===== config.mk =====
export PLATFORM = sky130hd
export DESIGN_NAME = down_timer
export DESIGN_NICKNAME = d
export VERILOG_FILES = /design/src/rtl/timer_pkg.sv /design/src/rtl/timer_prescaler.sv /design/src/rtl/down_timer.sv
export SDC_FILE = /design/constraint.sdc
export NUM_CORES = 1
export LEC_CHECK = 0
export ABC_AREA = 1
export CELL_PAD_IN_SITES_DETAIL_PLACEMENT = 0
export CELL_PAD_IN_SITES_GLOBAL_PLACEMENT = 1
export CORE_MARGIN = 1
export CORE_UTILIZATION = 33
export CTS_BUF_LIST = sky130_fd_sc_hd__clkbuf_16
export DETAILED_ROUTE_END_ITERATION = 10
export PLACE_DENSITY_LB_ADDON = 0.15
export SYNTH_ARGS = -nofsm -noshare
export SYNTH_HDL_FRONTEND = slang
export SYNTH_SLANG_ARGS = --single-unit

===== constraint.sdc =====
create_clock -name clk -period 1.7 [get_ports clk]
set_input_delay 0.34 -clock clk [delete_from_list [all_inputs] [get_ports clk]]
set_output_delay 0.34 -clock clk [all_outputs]
set_load 0.01 [all_outputs]

===== src/rtl/timer_pkg.sv =====
// Shared definitions for the down-counting interval timer: state encoding
// and default widths used by the top and the prescaler.
package timer_pkg;

  localparam int TIMER_WIDTH    = 16;
  localparam int TIMER_PS_WIDTH = 8;

  typedef enum logic {
    ST_IDLE = 1'b0,
    ST_RUN  = 1'b1
  } timer_state_e;

endpackage


===== src/rtl/timer_prescaler.sv =====
// Prescale divider: emits a one-cycle step strobe every (max+1) enabled
// cycles while the timer is running; clr restarts the divide sequence.
module timer_prescaler
  import timer_pkg::*;
#(
  parameter int PS_WIDTH = TIMER_PS_WIDTH
) (
  input  logic                clk,
  input  logic                rst,
  input  logic                clr,
  input  logic                en,
  input  logic                run,
  input  logic [PS_WIDTH-1:0] max,
  output logic                step
);

  localparam logic [PS_WIDTH-1:0] PS_ONE = {{(PS_WIDTH-1){1'b0}}, 1'b1};

  logic [PS_WIDTH-1:0] r_pre_cnt;
  logic                w_at_max;

  assign w_at_max = (r_pre_cnt == max);
  assign step     = run && en && w_at_max;

  // Wraps to zero on the step so every prescaled period has the same length.
  always_ff @(posedge clk) begin
    if (rst) begin
      r_pre_cnt <= '0;
    end else if (clr) begin
      r_pre_cnt <= '0;
    end else if (run && en) begin
      if (w_at_max) begin
        r_pre_cnt <= '0;
      end else begin
        r_pre_cnt <= r_pre_cnt + PS_ONE;
      end
    end
  end

endmodule


===== src/rtl/down_timer.sv =====
// Loadable down-counting interval timer with prescaler, one-shot and
// auto-reload modes, abort, and a registered one-cycle expire pulse.
module down_timer
  import timer_pkg::*;
#(
  parameter int WIDTH    = TIMER_WIDTH,
  parameter int PS_WIDTH = TIMER_PS_WIDTH
) (
  input  logic                clk,
  input  logic                rst,
  input  logic                en,
  input  logic                load_valid,
  output logic                load_ready,
  input  logic [WIDTH-1:0]    load_value,
  input  logic [PS_WIDTH-1:0] load_prescale,
  input  logic                load_auto,
  input  logic                stop,
  output logic [WIDTH-1:0]    count,
  output logic                busy,
  output logic                expire
);

  localparam logic [WIDTH-1:0] CNT_ONE = {{(WIDTH-1){1'b0}}, 1'b1};

  timer_state_e        r_state;
  logic [WIDTH-1:0]    r_count;
  logic [WIDTH-1:0]    r_reload;
  logic [PS_WIDTH-1:0] r_pre_max;
  logic                r_auto;
  logic                r_expire;

  logic w_run;
  logic w_accept;
  logic w_abort;
  logic w_step;

  assign w_run    = (r_state == ST_RUN);
  assign w_accept = load_valid && !w_run;
  assign w_abort  = stop && w_run;

  assign load_ready = !w_run;
  assign busy       = w_run;
  assign count      = r_count;
  assign expire     = r_expire;

  timer_prescaler #(
    .PS_WIDTH(PS_WIDTH)
  ) u_prescaler (
    .clk (clk),
    .rst (rst),
    .clr (w_accept || w_abort),
    .en  (en),
    .run (w_run),
    .max (r_pre_max),
    .step(w_step)
  );

  // Abort beats a coincident step, so a stopped timer never decrements or expires.
  always_ff @(posedge clk) begin
    if (rst) begin
      r_state   <= ST_IDLE;
      r_count   <= '0;
      r_reload  <= '0;
      r_pre_max <= '0;
      r_auto    <= 1'b0;
      r_expire  <= 1'b0;
    end else begin
      r_expire <= 1'b0;
      case (r_state)
        ST_IDLE: begin
          if (load_valid) begin
            r_count   <= load_value;
            r_reload  <= load_value;
            r_pre_max <= load_prescale;
            r_auto    <= load_auto;
            r_state   <= ST_RUN;
          end
        end
        ST_RUN: begin
          if (stop) begin
            r_state <= ST_IDLE;
          end else if (w_step) begin
            if (r_count != '0) begin
              r_count <= r_count - CNT_ONE;
            end else begin
              r_expire <= 1'b1;
              if (r_auto) begin
                r_count <= r_reload;
              end else begin
                r_state <= ST_IDLE;
              end
            end
          end
        end
        default: r_state <= ST_IDLE;
      endcase
    end
  end

endmodule


* After elaboration in Yosys (flattened, before gate mapping) *
Cells that the tools add are included.

storage, ports and cells
  flip-flop bits (word level) = 51
  input bits = 30
  output and inout bits = 19
  logic and storage cells = 41

cells by class
  $add $sub $neg = 2
  equal/unequal tests = 5
  multiplexer cells = 14
  bitwise gates (word level) = 2
  reduce and logical (&&, ||, !) cells = 11

operators by type and width
  operator                                               number
  2-to-1 mux 16 bit                                      5
  case mux 16 bit (2 select lines)                       1
  nonzero test 16 bit                                    1
  subtractor 16 x 1 -> 16 bit, second input constant     1
  adder 8 x 1 -> 8 bit, second input constant            1
  equality test 8 bit                                    1
  2-to-1 mux 8 bit                                       1
  2-to-1 mux 1 bit                                       6
  logical AND 1 bit                                      4
  inequality test 2 bit, second input constant           2
  AND reduction 4 bit                                    1
  OR reduction 4 bit                                     1
  inequality test 3 x 1 -> 1 bit, second input constant  1
  inequality test 2 x 1 -> 1 bit, second input constant  1
  inverter 1 bit                                         2
  case mux 1 bit (2 select lines)                        1
  AND reduction 2 bit                                    1
  OR reduction 2 bit                                     1
  zero test 1 bit                                        1
  logical OR 1 bit                                       1

* Logic depth before layout (Yosys ltp) *
Gate-level depths: netlist (run 1).

  depth after elaboration = 5
  gate-level depth with buffers = 12
  mapped depth without buffers = 12

* Modules after synthesis *
From an unflattened synthesis (run 1), not the netlist that was laid out.

second synthesis, totals
  cells, all modules = 517
  area total of the unflattened synthesis = 3213.1 µm²

by module, submodules not included
  module           times used  cells each  area each (µm²)  sequential area each (µm²)
  down_timer       1           435         2692.6           860.8
  timer_prescaler  1           82          520.5            160.2

* Least setup slack after synthesis (run 1) *
No wires, ideal clock.

  path kind = reg2reg
  from = register r_count[0] (netlist: count[0])
  to = register r_count[14] (netlist: count[14])
  setup time = 0.113 ns
  arrival time = 1.600 ns
  data required time = 1.587 ns
  path slack = -0.012 ns
  cell stages (with the launch flop) = 13
  buffers on the path = 1
  period minus slack after synthesis = 1.712 ns
  cell sequence = dfxtp_1 > inv_1 > ha_1 > nand3_1 > nor2_4 > nand3_1 > nand2_1 > nand2_4 > nand2_4 > buf_6 > nand2_1 > nand2_1 > nor2_1

between the ends
  longest elaborated chain between the ends = 5
  elaborated cells on any way between the ends = 8
  those cells by class = 1 x add/sub; 1 x eq/ne; 4 x mux; 2 x reduce/logical

ends and longest elaborated chain
  what                                                                       line                                source
  start: declaration                                                         down_timer.sv:26                    logic [WIDTH-1:0] r_count;
  start signal: assignment                                                   down_timer.sv:72                    r_count <= load_value;
  start signal: assignment                                                   down_timer.sv:84                    r_count <= r_count - CNT_ONE;
  start signal: assignment                                                   down_timer.sv:88                    r_count <= r_reload;
  subtractor 16 x 1 -> 16 bit / nonzero test 16 bit (equally long branches)  down_timer.sv:84, down_timer.sv:83
  2-to-1 mux 16 bit                                                          down_timer.sv:83                    if (r_count != '0) begin
  2-to-1 mux 16 bit                                                          down_timer.sv:82                    end else if (w_step) begin
  2-to-1 mux 16 bit                                                          down_timer.sv:80                    if (stop) begin
  case mux 16 bit (2 select lines)                                           down_timer.sv:69                    case (r_state)

Several ways; a longest one is shown, not always the timed one. The select of a mux whose other input is x is not followed.
A chain may end at the register's enable or synchronous reset.

* Final worst setup path (run 1) *
  from = register r_count[5] (netlist: count[5])
  to = output count[5]

RTL lines
  what              line              source
  end: declaration  down_timer.sv:18  output logic [WIDTH-1:0] count,

No word-level cell between the ends.

==> run metrics, run 1 <==
Worst EP arrival ~1.3 ns; reg-to-reg endpoint count[2]; Worst Hold Path Cells 2; yosys warns 0; CP Launch Point count[5]; clk sinks 51; Slew @ Worst Pin approximately 0.25 ns; WL/cell approximately 13 um; layout cells sized above 1 ~18%; R2R Path Start count[1]; GRT Resource Usage Total roughly a fifth; Final Power just over 4000 uW; adder-cell share of the synthesized area roughly 1.3%; M1 GR Usage 26.6%; Hold Vio Cnt, Final 0; Crit path required time ~1.4 ns; vias in the first global route between 2000 and 3000; synth-to-layout area growth 44.6%; RSZ-0062 raised after global routing true; Port Buffers 48; Starting Density 33.9%; Num CTS Buffers 5; XOR/XNOR share of the synthesized area between 2 and 3%; Total Wirelength around 9000 um; router iterations before antenna repair 4; leading area contributor after synthesis dfxtp_1; Vias/cell approximately 4.6; VDD IR max around 400 uV; commonest cells after routing, fill and taps aside 133 x nand2_1, 86 x nor2_1, 52 x buf_4, 44 x dfxtp_1, 43 x inv_1; Design Area, Final 0.00426 mm2; die footprint around 0.0093 mm2; most common cell after layout, fill and taps aside nand2_1; # fillers between 800 and 900; FF-to-FF setup slack approximately 0.080 ns; post-synthesis compound-gate area fraction about a tenth; CP Capture Type primary output; clock root cell clkbuf_16; Syn Nets ~510; register area share after synthesis roughly a third; Mapped Area roughly 0.003 mm2; routability congestion estimate from global placement approximately 0.82; H-tree Lvls 2; fmax about 610 MHz; ant diodes 0; max-slew violation count 0; CTS tree built; largest family of logic cells by synthesized area simple AND/OR/NAND/NOR gates; largest net degree at the start of global routing 37; Avg Cell Area, Syn a little over 6 um2; startpoint type of the worst setup path flip-flop; Synth Area in Simple Gates 42.8%; Bufs on Longest Clock Path 2; Cell Pwr Density between 900 and 1000 mW/mm2; grt met3 use under 10%; Hold Crit Class reg2reg; status complete, no violations; critical path type reg2out; Mapped Cells roughly 480; Placement Cell Area 0.00392 mm2; Fin Setup TNS 0 ns; max_cap viols 0; first-pass GRT wire length between 10000 and 15000 um; hold path start r_reload[1]; period utilization between 90 and 100%; Vias ~3100; Starting DRT DRC Count 148; met2 usage between 30% and 40%; Hold Path End r_reload[1]; Top Ports between 40 and 50; Lkg Pwr approximately 0.0021 uW; clock skew around 0.0057 ns; r2r worst-path depth 11; Worst-Skew Late Latency roughly 0.29 ns; Most Used Layer, Global Route met2; clock slew at reported path FFs 0.07 ns; post-route ant nets 0; crit path time final 1.64 ns; # setup viols final 0; # DRC 0; synthesis-stage register bit count roughly 50; top cell type's share of synthesized area about a third; HPWL after DPL ~6600 um; Congestion Overflow GR 0; core box area roughly 0.0087 mm2; mux cell area share after synthesis 0%; relative slew slack 83.5%; Area contributors post-synth dfxtp_1 35%, nand2_1 17%, nor2_1 12%; die width around 96 um; hold_ws between 0.4 and 0.5 ns; antenna violations before repair 0; crit-path max FO 4; number of distinct library cells after synthesis 28; final net count 609; Die Y 96.5 um; FP Rows 34
-- power breakdown --
part | switching [uW] | leakage [uW] | internal [uW]
combinational | 863 | 0.00161 | 743
sequential | 58.5 | 0.000422 | 1290
clock | 465 | 0.0000812 | 688
-- cells by family after synthesis --
kind of cell / after synthesis
AO/OA/AOI/OAI: 54
flip-flops: 51
adder cells (fa/ha/maj): 3
buffers and inverters: 64
XOR/XNOR: 9
AND/OR/NAND/NOR: 298
-- flip-flops by register name (all words and copies together) (netlist names) --
register and flops:
r_pre_max 8, count 16, expire 1, r_reload 16, u_prescaler.r_pre_cnt 8, busy 1, r_auto 1
-- stage by stage --
stage	worst slack, ns	std cells	util (%)
after global placement	-0.155	672	45.1
after floorplan	0.0132	479	-
after global routing	-0.0306	685	49.1
final	0.0564	685	49.1
after CTS	0.00613	683	47.6
after detailed placement	-0.197	672	45.1
-- routing by layer --
| metal | vias up | wire length, um |
|---|---|---|
| li1 | 1701 | - |
| met1 | 1365 | 4300 |
| met2 | 60 | 4100 |
| met3 | 12 | 248 |
| met4 | 0 | 162 |
| met5 | - | 0 |
-- synth_stat cells --
cell,count
a211oi_1,1
a21oi_1,22
buf_2,4
buf_6,2
clkbuf_1,10
clkinv_1,1
dfxtp_1,51
ha_1,3
inv_1,46
inv_2,1
nand2_1,135
nand2_2,2
nand2_4,2
nand3_1,45
nand3b_1,4
nand4_1,4
nor2_1,92
nor2_2,4
nor2_4,1
nor3_1,2
nor3b_1,2
o21ai_0,28
o21ai_1,2
o21bai_4,1
or2_0,2
or2_2,3
xnor2_1,3
xor2_1,6
-- worst max-delay path, cell delays in order, from the launching register on --
cell,delay [ns]
dfxtp_2,0.35
buf_4,0.13
clkdlybuf4s50_1,0.53
-- cell type report --
type / count / area [um2] / share of cell area (%)
flip-flops and latches: 51 / 1030 / 24.2
clock buffers: 5 / 125 / 2.94
multi-input cells: 364 / 1760 / 41.3
inverters: 48 / 184 / 4.32
clock inverters: 3 / 38.8 / 0.911
well taps: 108 / 135 / 3.17
repair buffers: 106 / 986 / 23.2
-- how the worst max path moves through the flow --
| stage | endpoint | slack (ns) |
|---|---|---|
| detailed placement | count[8] | -0.20 |
| global route | count[6] | -0.03 |
| finish | count[5] | 0.06 |
| CTS | count[8] | 0.006 |
| floorplan | count[14] | 0.01 |
| global placement | count[13] | -0.16 |
-- what timing repair did --
| action | CTS | global route |
|---|---|---|
| pin swaps | 1 | 9 |
| setup endpoints to repair | 15 | 25 |
| resized for setup | 6 | 38 |
| buffers inserted | 3 | 2 |
| hold buffers | 0 | 0 |
Note: power is estimated with default switching activity, not from simulation.
==> run 2: changes to the inputs <==
--- a/config.mk
+++ b/config.mk
@@ -12,6 +12,7 @@
 export CORE_UTILIZATION = 33
 export CTS_BUF_LIST = sky130_fd_sc_hd__clkbuf_16
 export DETAILED_ROUTE_END_ITERATION = 10
+export GPL_ROUTABILITY_DRIVEN = 0
 export PLACE_DENSITY_LB_ADDON = 0.15
 export SYNTH_ARGS = -nofsm -noshare
 export SYNTH_HDL_FRONTEND = slang
==> results of run 2 <==
Final layout, timing and power as in run 1 (identical DEF).
==> run 3: changes to the inputs <==
--- a/config.mk
+++ b/config.mk
@@ -8,11 +8,11 @@
 export ABC_AREA = 1
 export CELL_PAD_IN_SITES_DETAIL_PLACEMENT = 0
 export CELL_PAD_IN_SITES_GLOBAL_PLACEMENT = 1
-export CORE_MARGIN = 1
 export CORE_UTILIZATION = 33
 export CTS_BUF_LIST = sky130_fd_sc_hd__clkbuf_16
 export DETAILED_ROUTE_END_ITERATION = 10
 export GPL_ROUTABILITY_DRIVEN = 0
+export GPL_TIMING_DRIVEN = 0
 export PLACE_DENSITY_LB_ADDON = 0.15
 export SYNTH_ARGS = -nofsm -noshare
 export SYNTH_HDL_FRONTEND = slang
==> run 3 against run 2 <==
Count of clock-buffer cells in the layout stayed put. First-iteration DRC count is 24% lower. Critical endpoint is now count[13]. Fmax is 1.1% lower. Critical path type is now reg2reg. Critical path depth is 10 higher. Combinational power hardly changed.
==> run metrics, run 3 (synthesized netlist as in run 1, its figures left out) <==
clock slew at reported path FFs 0.07 ns (about the same); max_cap viols 0 (unchanged); first-pass GRT wire length 15100 um (was 14400 um); clk sinks 51 (unchanged); area of the multi-input gates 0.00188 mm2 (was 0.00176 mm2); Placement Cell Area 0.00355 mm2 (was 0.00392 mm2); largest net degree at the start of global routing 16 (was 37); Clock Power Share 24.8% (was 28.1%); Starting DRT DRC Count 112 (was 148); Port Buffers 47 (was 48); Worst-Skew Late Latency 0.29 ns (about the same); Worst EP arrival 1.85 ns (was 1.30 ns); H-tree Lvls 2 (unchanged); Top Ports 49 (unchanged); critical path type reg2reg (was reg2out); die width 96.5 um (unchanged); Slew @ Worst Pin 0.659 ns (was 0.245 ns); Vias/cell 4.79 (was 4.58); HPWL after DPL 6690 um (was 6560 um); # DRC 0 (unchanged); die footprint 0.00930 mm2 (unchanged); layout cells sized above 1 21.6% (was 17.9%); post-route ant nets 0 (unchanged); status complete, no violations (unchanged); CP Capture Type flip-flop (was primary output); Design Area, Final 0.00427 mm2 (was 0.00426 mm2); hold-fix buffers at CTS 0 (unchanged); VDD IR max 445 uV (was 408 uV); fmax 602 MHz (was 608 MHz); vias in the first global route 3053 (was 2931); Fin Setup TNS 0 ns (unchanged); CTS tree built (unchanged); pre-CTS setup slack -0.545 ns (was -0.197 ns); GRT Resource Usage Total 21.7% (was 20.4%); Cell Pwr Density 944 mW/mm2 (was 965 mW/mm2); combinational fraction of design power 40.7% (was 39.1%); Hold Crit Class in2reg (was reg2reg); Total Wirelength 9720 um (was 8810 um); Final Power 4030 uW (was 4110 uW); Hold Vio Cnt, Final 0 (unchanged); Starting Density 33.9% (unchanged); router iterations before antenna repair 7 (was 4); Num CTS Buffers 5 (unchanged); clock root cell clkbuf_16 (unchanged); core box area 0.00868 mm2 (unchanged); final net count 596 (was 609); relative slew slack 56.1% (was 83.5%); synth-to-layout area growth 45.0% (was 44.6%); Worst Slack Setup Final 0.0389 ns (was 0.0564 ns); P_sw 1480 uW (was 1390 uW); Worst Hold Path Cells 2 (unchanged); WL/cell 14.5 um (was 12.9 um); antenna violations before repair 0 (unchanged); Int Pwr 2550 uW (was 2720 uW); Crit path required time 1.88 ns (was 1.36 ns); clock skew 0.00806 ns (was 0.00572 ns); Vias 3222 (was 3138); net switching fraction of the power 36.8% (was 33.7%); # setup viols final 0 (unchanged); # fillers 926 (was 893); crit-path max FO 7 (was 4); Lkg Pwr 0.00197 uW (was 0.00211 uW); FP Rows 34 (unchanged); startpoint type of the worst setup path flip-flop (unchanged); period utilization 97.7% (was 96.7%); most common cell after layout, fill and taps aside nand2_1 (unchanged); Bufs on Longest Clock Path 2 (unchanged); commonest cells after routing, fill and taps aside 124 x nand2_1, 83 x nor2_1, 45 x clkdlybuf4s50_1, 42 x inv_1, 35 x nand3_1 (was 133 x nand2_1, 86 x nor2_1, 52 x buf_4, 44 x dfxtp_1, 43 x inv_1); RSZ-0062 raised after global routing true (unchanged); crit path time final 1.66 ns (was 1.64 ns); r2r worst-path depth 12 (was 11); ant diodes 0 (unchanged); max-slew violation count 0 (unchanged); Register Area 0.00106 mm2 (was 0.00103 mm2); Congestion Overflow GR 0 (unchanged); Reg power frac 34.5% (was 32.9%); Die Y 96.5 um (unchanged)
-- run 3: path summary, 6_finish.rpt --
kind	startpoint	to	slack, ns
max	count[0]	count[13]	0.04
min	rst	busy	0.41
max reg2reg	count[0]	count[13]	0.04
min reg2reg	r_reload[0]	r_reload[0]	0.47
-- run 3: critical path, cell delays in order, from the launching register on --
cell and delay, ns:
dfxtp_4 0.36, inv_4 0.06, ha_4 0.14, nand3_4 0.08, nor2_4 0.19, nand2_4 0.14, buf_4 0.18, o21ai_2 0.12
inv_1 0.05, nand2_1 0.06, inv_1 0.04, nor2_1 0.10, nor2_1 0.05
-- run 3: per-layer routing --
metal	track usage [%]	routed length, um	up-vias
met5	0	0	-
li1	-	-	1675
met4	8.09	206	0
met3	2.58	439	19
met2	36.2	4640	85
met1	28.5	4440	1443
-- run 3: repair_timing --
| item | in CTS | in global routing |
|---|---|---|
| pin swaps | 6 | 20 |
| endpoints found under the hold margin | 0 | 0 |
| gates resized for setup | 29 | 82 |
| buffers inserted | 17 | 11 |
| endpoints found under the setup margin | 37 | 46 |
| gates cloned | 1 | 1 |
-- run 3: area by class of cell --
type / instances / share of cell area [%]
buffer: 16 / 2.75
clock buffer: 5 / 2.93
clock inverter: 3 / 0.381
inverter: 48 / 4.45
multi-input combinational: 364 / 44.0
sequential: 51 / 24.8
tap: 108 / 3.16
timing repair buffer: 77 / 17.5
-- run 3: power groups by stage --
stage | Clock, uW | Sequential, uW | Combinational, uW
after floorplan | 0 | 1400 | 791
after global placement | 0 | 1400 | 1220
after detailed placement | 0 | 1400 | 1220
after CTS | 1040 | 1380 | 1420
after global routing | 1060 | 1400 | 1820
final | 1000 | 1390 | 1640
-- run 3: through the flow --
step	cells	util, %	hold WS, ns
after floorplan	479	-	0.431
after global placement	634	40.9	0.455
after detailed placement	634	40.9	0.458
after CTS	660	45.4	0.416
after global routing	672	49.2	0.457
final	672	49.2	0.411
